`config.mk`:
```
export PLATFORM = sky130hd
export DESIGN_NAME = comparator_2bit_reg_flat
export DESIGN_NICKNAME = d
export VERILOG_FILES = /design/src/rtl/comparator_2bit_reg_pkg.sv /design/src/rtl/comparator_2bit_reg_if.sv /design/src/rtl/comparator_2bit_reg_cell.sv /design/src/rtl/comparator_2bit_reg.sv /design/src/flat_wrapper.sv
export SDC_FILE = /design/constraint.sdc
export NUM_CORES = 1
export LEC_CHECK = 0
export ABC_AREA = 1
export CORE_MARGIN = 2
export CORE_UTILIZATION = 54
export CTS_CLUSTER_SIZE = 28
export DETAILED_ROUTE_END_ITERATION = 7
export PLACE_DENSITY = 0.88
export SLEW_MARGIN = 0
export SYNTH_ARGS = -nofsm -noshare
export SYNTH_HDL_FRONTEND = slang
export SYNTH_HIERARCHICAL = 1
export SYNTH_SLANG_ARGS = --single-unit
export TNS_END_PERCENT = 100
```
`constraint.sdc`:
```
create_clock -name clk -period 3.3 [get_ports clk]
set_input_delay 0.99 -clock clk [delete_from_list [all_inputs] [get_ports clk]]
set_output_delay 0.99 -clock clk [all_outputs]
set_load 0.1 [all_outputs]
```
`src/rtl/comparator_2bit_reg_pkg.sv`:
```
// Shared constants and outcome encoding for the registered 2-bit comparator.
package comparator_2bit_reg_pkg;

  localparam int OPW       = 2;
  localparam int CNT_W_DEF = 8;

  typedef enum logic [1:0] {
    OUT_LT = 2'd0,
    OUT_EQ = 2'd1,
    OUT_GT = 2'd2
  } outcome_e;

endpackage

```
`src/rtl/comparator_2bit_reg_if.sv`:
```
// Operand/result bundle between a compare requester (master) and the comparator (slave).
interface comparator_2bit_reg_if
  import comparator_2bit_reg_pkg::*;
#(
  parameter int CNT_W = CNT_W_DEF
);

  logic             in_valid;
  logic [OPW-1:0]   a;
  logic [OPW-1:0]   b;
  logic             out_valid;
  logic             lt;
  logic             eq;
  logic             gt;
  logic [CNT_W-1:0] lt_cnt;
  logic [CNT_W-1:0] eq_cnt;
  logic [CNT_W-1:0] gt_cnt;

  modport master (
    output in_valid, a, b,
    input  out_valid, lt, eq, gt, lt_cnt, eq_cnt, gt_cnt
  );

  modport slave (
    input  in_valid, a, b,
    output out_valid, lt, eq, gt, lt_cnt, eq_cnt, gt_cnt
  );

endinterface

```
`src/rtl/comparator_2bit_reg_cell.sv`:
```
// Combinational 2-bit magnitude compare built from two 1-bit slices, MSB deciding first.
module comparator_2bit_cell
  import comparator_2bit_reg_pkg::*;
(
  input  logic [OPW-1:0] i_a,
  input  logic [OPW-1:0] i_b,
  output logic           o_lt,
  output logic           o_eq,
  output logic           o_gt
);

  logic [OPW-1:0] w_lt;
  logic [OPW-1:0] w_eq;
  logic [OPW-1:0] w_gt;

  assign w_lt = ~i_a & i_b;
  assign w_eq = ~(i_a ^ i_b);
  assign w_gt = i_a & ~i_b;

  // The LSB slice only matters when the MSB slice reports equality.
  assign o_gt = w_gt[1] | (w_eq[1] & w_gt[0]);
  assign o_lt = w_lt[1] | (w_eq[1] & w_lt[0]);
  assign o_eq = w_eq[1] & w_eq[0];

endmodule

```
`src/rtl/comparator_2bit_reg.sv`:
```
// Registered 2-bit comparator: one-cycle flag triple plus per-outcome saturating counters.
module comparator_2bit_reg
  import comparator_2bit_reg_pkg::*;
#(
  parameter int CNT_W = CNT_W_DEF
)(
  input  logic                 clk,
  input  logic                 rst,
  comparator_2bit_reg_if.slave bus
);

  logic             w_lt;
  logic             w_eq;
  logic             w_gt;
  outcome_e         w_outcome;

  logic             r_valid;
  logic             r_lt;
  logic             r_eq;
  logic             r_gt;
  logic [CNT_W-1:0] r_lt_cnt;
  logic [CNT_W-1:0] r_eq_cnt;
  logic [CNT_W-1:0] r_gt_cnt;

  comparator_2bit_cell u_cell (
    .i_a  (bus.a),
    .i_b  (bus.b),
    .o_lt (w_lt),
    .o_eq (w_eq),
    .o_gt (w_gt)
  );

  function automatic logic [CNT_W-1:0] satInc(input logic [CNT_W-1:0] v);
    return (v == '1) ? v : v + CNT_W'(1);
  endfunction

  always_comb begin
    w_outcome = OUT_EQ;
    if (w_lt)
      w_outcome = OUT_LT;
    else if (w_gt)
      w_outcome = OUT_GT;
  end

  // Flags hold between accepted compares; only out_valid marks freshness.
  always_ff @(posedge clk) begin
    if (rst) begin
      r_valid  <= 1'b0;
      r_lt     <= 1'b0;
      r_eq     <= 1'b0;
      r_gt     <= 1'b0;
      r_lt_cnt <= '0;
      r_eq_cnt <= '0;
      r_gt_cnt <= '0;
    end else begin
      r_valid <= bus.in_valid;
      if (bus.in_valid) begin
        r_lt <= w_lt;
        r_eq <= w_eq;
        r_gt <= w_gt;
        case (w_outcome)
          OUT_LT:  r_lt_cnt <= satInc(r_lt_cnt);
          OUT_EQ:  r_eq_cnt <= satInc(r_eq_cnt);
          OUT_GT:  r_gt_cnt <= satInc(r_gt_cnt);
          default: ;
        endcase
      end
    end
  end

  assign bus.out_valid = r_valid;
  assign bus.lt        = r_lt;
  assign bus.eq        = r_eq;
  assign bus.gt        = r_gt;
  assign bus.lt_cnt    = r_lt_cnt;
  assign bus.eq_cnt    = r_eq_cnt;
  assign bus.gt_cnt    = r_gt_cnt;

endmodule

```
`src/flat_wrapper.sv`:
```
// flat-port wrapper written by rule: the top's interface ports become plain ports
module comparator_2bit_reg_flat import comparator_2bit_reg_pkg::*;
#(
  parameter int CNT_W = CNT_W_DEF
)
  (clk, rst, bus_in_valid, bus_a, bus_b, bus_out_valid, bus_lt, bus_eq, bus_gt, bus_lt_cnt, bus_eq_cnt, bus_gt_cnt);
  comparator_2bit_reg_if #(.CNT_W(CNT_W)) bus_i ();
  input  logic clk;
  input  logic rst;
  input wire logic [$bits(bus_i.in_valid)-1:0] bus_in_valid;
  input wire logic [$bits(bus_i.a)-1:0] bus_a;
  input wire logic [$bits(bus_i.b)-1:0] bus_b;
  output wire logic [$bits(bus_i.out_valid)-1:0] bus_out_valid;
  output wire logic [$bits(bus_i.lt)-1:0] bus_lt;
  output wire logic [$bits(bus_i.eq)-1:0] bus_eq;
  output wire logic [$bits(bus_i.gt)-1:0] bus_gt;
  output wire logic [$bits(bus_i.lt_cnt)-1:0] bus_lt_cnt;
  output wire logic [$bits(bus_i.eq_cnt)-1:0] bus_eq_cnt;
  output wire logic [$bits(bus_i.gt_cnt)-1:0] bus_gt_cnt;
  assign bus_i.in_valid = bus_in_valid;
  assign bus_i.a = bus_a;
  assign bus_i.b = bus_b;
  assign bus_out_valid = bus_i.out_valid;
  assign bus_lt = bus_i.lt;
  assign bus_eq = bus_i.eq;
  assign bus_gt = bus_i.gt;
  assign bus_lt_cnt = bus_i.lt_cnt;
  assign bus_eq_cnt = bus_i.eq_cnt;
  assign bus_gt_cnt = bus_i.gt_cnt;
  comparator_2bit_reg #(.CNT_W(CNT_W)) u_core (.clk(clk), .rst(rst), .bus(bus_i));
endmodule
```
# After elaboration in Yosys (flattened, before gate mapping)
# Index checks and enable logic that the tools add are counted.
dict set report classes {
  n_addsub 3
  eq_ne 5
  n_mux 2
  bitwise_logic 14
  reduce_logical 4
}
# operator n
set ops {}
lappend ops {{$add A8 B1 Y8 const B} 3}
lappend ops {{$eq A8 B8 Y1 const B} 3}
lappend ops {{$reduce_and A3 Y1} 3}
lappend ops {{$not A2 Y2} 3}
lappend ops {{$and A2 B2 Y2} 2}
lappend ops {{$mux W2} 2}
lappend ops {{$and A1 B1 Y1} 3}
lappend ops {{$not A1 Y1} 3}
lappend ops {{$eq A2 B1 Y1 const B} 1}
lappend ops {{$eq A2 B2 Y1 const B} 1}
lappend ops {{$logic_not A2 Y1} 1}
lappend ops {{$or A1 B1 Y1} 2}
lappend ops {{$xor A2 B2 Y2} 1}
dict set report totals {
  reg_bits 28
  inputBits 7
  output_inout_bits 28
  wordCells 35
}

# Longest topological paths before layout
dict set report logic_depth {
  depth_word 8
  depth_mapped 12
  depth_no_buf 12
}

# By module
# The synthesis kept the hierarchy.
# mod instances cells_per_inst area_each_um2 seq_area_each_um2
set modules_own_cells {}
lappend modules_own_cells {comparator_2bit_reg 1 234 1512.7 560.5}
lappend modules_own_cells {comparator_2bit_cell 1 16 95.1 0.0}

# Worst setup path before layout
# OpenSTA, ideal clock, no wires.
dict set report synth_path {
  path_type {input to register}
  from {input bus_a[1]}
  to {register u_core.r_gt_cnt[7] (netlist: u_core/bus.gt_cnt[7])}
  setup_time_ns 0.119
  arrival_ns 2.072
  required_ns 3.181
  setup_slack_ns 1.109
  stages 12
  n_path_buf 0
  cell_sequence {inv_1 ha_1 nand2_1 nand2_1 inv_1 nand2_1 inv_1 nand2_1 nor2_1 nand3_1 nand2_1 nor2_1}
}
dict set report synth_between {
  elab_cells_between_ends 13
  classes_between {1 x eq/ne; 2 x mux; 9 x bitwise; 1 x reduce/logical}
}
# item line
set synth_lines {}
lappend synth_lines {{from (decl)} flat_wrapper.sv:11} ;# input wire logic [$bits(bus_i.a)-1:0] bus_a;
lappend synth_lines {{$xor A2 B2 Y2} comparator_2bit_reg_cell.sv:17} ;# assign w_eq = ~(i_a ^ i_b);
lappend synth_lines {{$not A2 Y2} comparator_2bit_reg_cell.sv:17}
lappend synth_lines {{$and A1 B1 Y1} comparator_2bit_reg_cell.sv:22} ;# assign o_lt = w_lt[1] | (w_eq[1] & w_lt[0]);
lappend synth_lines {{$or A1 B1 Y1 *} comparator_2bit_reg_cell.sv:22}
lappend synth_lines {{net u_core.w_lt} comparator_2bit_reg.sv:12} ;# logic w_lt;
lappend synth_lines {{$mux W2 *} comparator_2bit_reg.sv:39} ;# if (w_lt)
lappend synth_lines {{$eq A2 B2 Y1 *} comparator_2bit_reg.sv:61} ;# case (w_outcome)
lappend synth_lines {{$reduce_and A3 Y1 (no line) *} --}
lappend synth_lines {{to (signal assigned)} comparator_2bit_reg.sv:64} ;# OUT_GT: r_gt_cnt <= satInc(r_gt_cnt);
lappend synth_lines {{to (decl)} comparator_2bit_reg.sv:23} ;# logic [CNT_W-1:0] r_gt_cnt;
# The timed path passes the listed nets; every way through them passes the cells marked *.
# A chain may end at the register's enable or synchronous reset.

# Final worst setup path
dict set report layout_path {
  from {input bus_a[1]}
  to {register u_core.r_gt_cnt[5] (netlist: u_core/bus.gt_cnt[5])}
}
# The elaborated chain is that of the path after synthesis.

==> run summary <==
RUN STATUS
---------------------------------------------------------------------------------
Run status                                                           complete, no violations

ROUTING
---------------------------------------------------------------------------------
Number of design rule violations left after detail routing                      0
Wire length per cell after detailed routing                              10.80 um
Violation count after the first detailed-route iteration                      104
Vias                                                                         1587
Final routed wirelength across all metal layers                          3.402 mm
Via-per-instance ratio                                                      5.038
Initial DRT Pass Iterations                                                     4
Routed Antenna Nets                                                             0

CTS
---------------------------------------------------------------------------------
Clock tree from TritonCTS                                                    done
Reg clk slew, reported paths                                              0.16 ns
TritonCTS Sinks                                                                28
Number of cells upsized or downsized after cts                                  0
Source-to-sink clock delay at the later pin of the worst-skew pair        0.33 ns
Root buf cell                                                        sky130_fd_sc_hd__clkbuf_4
Max Buffers Root-to-Sink                                                        2
Post-CTS setup repair buffer count                                              0
Hold Buf Count CTS                                                              0
CTS H-tree depth                                                                1
Number of CTS-inserted buffers                                                  3

CRITICAL PATH
---------------------------------------------------------------------------------
End of the worst register-to-register path                           u_core/bus.lt_cnt[5]
Crit path kind                                                          in -> reg
Launch point of the worst reg-to-reg path                            u_core/bus.lt_cnt[0]
Top fanout value on the critical path                                           5
Critical path startpoint                                                 bus_a[1]
Critical Path Start Type                                             primary input
Worst setup endpoint                                                 u_core/bus.gt_cnt[5]
Endpoint arrival time on the critical path                                2.78 ns
Cell depth of the worst flop-to-flop path                                       7
Critical Path RT                                                          3.55 ns
Register-to-register setup slack                                          1.89 ns
Kind of end point of the critical path                                       flop

STA
---------------------------------------------------------------------------------
Max-slew headroom                                                          0.5978
# setup viols final                                                             0
Setup repair after global routing missed its margin                         false
Period Utilization, post-route                                             0.7674
Final Skew                                                            0.001389 ns
Final Max Slew Viols                                                            0
Worst-Margin Slew                                                       0.6026 ns
Number of hold violations in the final report                                   0
Setup WS post-layout                                                    0.7674 ns
Fin crit period                                                          2.533 ns
Total Neg Setup Slack                                                        0 ns
Worst hold slack                                                        0.5069 ns
Top achievable clock speed                                              394.9 MHz

SYNTH
---------------------------------------------------------------------------------
Post-Syn Area per Cell                                                  6.431 um2
Synth area leader                                                    sky130_fd_sc_hd__dfxtp_1
Share of synthesized area occupied by flip-flops and latches               0.3486
Total nets after synthesis                                                    264
FF+latch count, synth                                                          28
Yosys top cell area share                                                  0.3486
Yosys Warn Count                                                                6
Post-synthesis cell type count                                                 17
Post-synth design cell area                                          0.001608 mm2
Post-Syn Instances                                                            250
Largest cells by area after synthesis                                sky130_fd_sc_hd__dfxtp_1, sky130_fd_sc_hd__nand2_1, sky130_fd_sc_hd__nor2_1, sky130_fd_sc_hd__inv_1, sky130_fd_sc_hd__nand3_1

HOLD PATH
---------------------------------------------------------------------------------
Worst min-delay path category                                          reg -> reg

FLOORPLAN
---------------------------------------------------------------------------------
Die Outline Area                                                     0.003430 mm2
Die Span Y                                                               58.57 um
# rows                                                                         19
Core area                                                            0.002781 mm2
Die width                                                                58.57 um
Initial standard-cell utilization of the core                              0.5780
# IOs                                                                          35

GLOBAL ROUTE
---------------------------------------------------------------------------------
Gr usage total                                                             0.2146
Via count of the first global-routing pass                                   1434
Largest net degree at the start of global routing                              22
Overflow left after global routing                                              0
Initial antenna violation count                                                 0
First-pass GRT wire length                                               5.816 mm

PLACE
---------------------------------------------------------------------------------
Input/output buffers                                                           34
HPWL reported at the end of detailed placement                           2.497 mm
Final weighted congestion in routability-driven placement                  0.8164
Post-Place Worst Slack                                                  0.4944 ns
Cell area after placement                                            0.001897 mm2

PWR
---------------------------------------------------------------------------------
Highest ir drop seen on vdd                                             0.3280 mV
Static leakage power                                                    0.8746 nW
Switching power as a share of total power                                  0.3085
Fraction of power consumed by the clock network                             0.314
Switching pwr                                                            225.1 uW
Pwr per Cell Area                                                    374.4 mW/mm2
Internal portion of total power                                          504.7 uW
Combinational Power Share                                                   0.199
PnR Total Power                                                          729.8 uW
Portion of total power attributed to sequential cells                       0.487

FINISH
---------------------------------------------------------------------------------
Commonest non-fill, non-tap cell in the layout                       sky130_fd_sc_hd__nand2_1
Total inserted antenna cells                                                    0
Final Net Count                                                               299
Layout Cell Area excl Fill                                           0.001949 mm2
Fraction of layout cells with a size suffix above 1                        0.1620
Synth-to-Final Area Change                                                 21.25%
Most frequent cells in the layout                                    sky130_fd_sc_hd__nand2_1, sky130_fd_sc_hd__nor2_1, sky130_fd_sc_hd__inv_1

JOB
---------------------------------------------------------------------------------
Number of maximum-capacitance violations                                        0

[how the worst min path moves through the flow]
stage                             start       endpoint  slack, ns  cells past startpoint
after global routing      u_core/bus.lt  u_core/bus.lt       0.52                      2
after CTS                 u_core/bus.lt  u_core/bus.lt       0.50                      2
after global placement    u_core/bus.lt  u_core/bus.lt       0.47                      2
final                     u_core/bus.lt  u_core/bus.lt       0.51                      2
after detailed placement  u_core/bus.lt  u_core/bus.lt       0.47                      2
after floorplan           u_core/bus.lt  u_core/bus.lt       0.90                      2
[layer usage]
layer,share of wire,global-route usage,wire length [um],vias up
li1,-,-,-,841
met2,0.46,0.3419,1555,39
met3,0.042,0.01978,144,6
met1,0.49,0.2908,1655,701
met5,0,0,0,-
met4,0.014,0.1063,46,0
[kinds of logic after synthesis]
logic type               after synthesis  share of synthesized area
AO/OA/AOI/OAI                         26                    0.09728
AND/OR/NAND/NOR                      144                     0.3821
adder cells (fa/ha/maj)                7                    0.05447
XOR/XNOR                               3                    0.01635
buffers and inverters                 42                     0.1012
flip-flops                            28                     0.3486
[registers in the layout, indices dropped and copies added, names as in the netlist]
name	count
u_core/bus.eq	1
u_core/bus.eq_cnt	8
u_core/bus.gt	1
u_core/bus.gt_cnt	8
u_core/bus.lt	1
u_core/bus.lt_cnt	8
u_core/bus.out_valid	1
[final cells by class]
class / instances / area, um2
multi-input combinational: 180 / 884.6
fill: 261 / 832.0
sequential: 28 / 560.5
timing repair buffer: 34 / 270.3
inverter: 38 / 142.6
tap: 31 / 38.79
clock inverter: 1 / 30.03
clock buffer: 3 / 22.52
[synth_stat cells]
cell	n
sky130_fd_sc_hd__a21oi_2	7
sky130_fd_sc_hd__nand2_2	2
sky130_fd_sc_hd__nand2_4	1
sky130_fd_sc_hd__nand3_1	23
sky130_fd_sc_hd__nand2_1	61
sky130_fd_sc_hd__buf_2	4
sky130_fd_sc_hd__dfxtp_1	28
sky130_fd_sc_hd__nor3_1	2
sky130_fd_sc_hd__ha_1	7
sky130_fd_sc_hd__a21oi_1	8
sky130_fd_sc_hd__nand3_2	2
sky130_fd_sc_hd__o21ai_0	11
sky130_fd_sc_hd__nor2_1	50
sky130_fd_sc_hd__nor2_4	2
sky130_fd_sc_hd__xor2_1	3
sky130_fd_sc_hd__nand4_1	1
sky130_fd_sc_hd__inv_1	38
[through the flow]
step | utilization | cells
detailed placement | 0.6820 | 311
global route | 0.7009 | 315
floorplan | - | 250
finish | 0.7009 | 315
global placement | 0.6820 | 311
CTS | 0.7009 | 315
[power groups by stage]
stage / clock network (mW) / registers (mW) / logic, mW
CTS: 0.235 / 0.356 / 0.145
finish: 0.229 / 0.356 / 0.145
global placement: 0 / 0.363 / 0.142
detailed placement: 0 / 0.363 / 0.144
floorplan: 0 / 0.425 / 0.0491
global route: 0.244 / 0.357 / 0.156
[critical path: stages]
cell                              delay, ns
sky130_fd_sc_hd__clkdlybuf4s50_1       0.48
sky130_fd_sc_hd__inv_1                 0.05
sky130_fd_sc_hd__ha_1                  0.33
sky130_fd_sc_hd__nand2_1               0.08
sky130_fd_sc_hd__nand2_1               0.10
sky130_fd_sc_hd__inv_1                 0.10
sky130_fd_sc_hd__nand2_1               0.11
sky130_fd_sc_hd__inv_1                 0.10
sky130_fd_sc_hd__nand2_1               0.08
sky130_fd_sc_hd__nor2_1                0.13
sky130_fd_sc_hd__nand3_1               0.09
sky130_fd_sc_hd__nand2_1               0.08
sky130_fd_sc_hd__nor2_1                0.05
(Power assumes the default switching activity.)
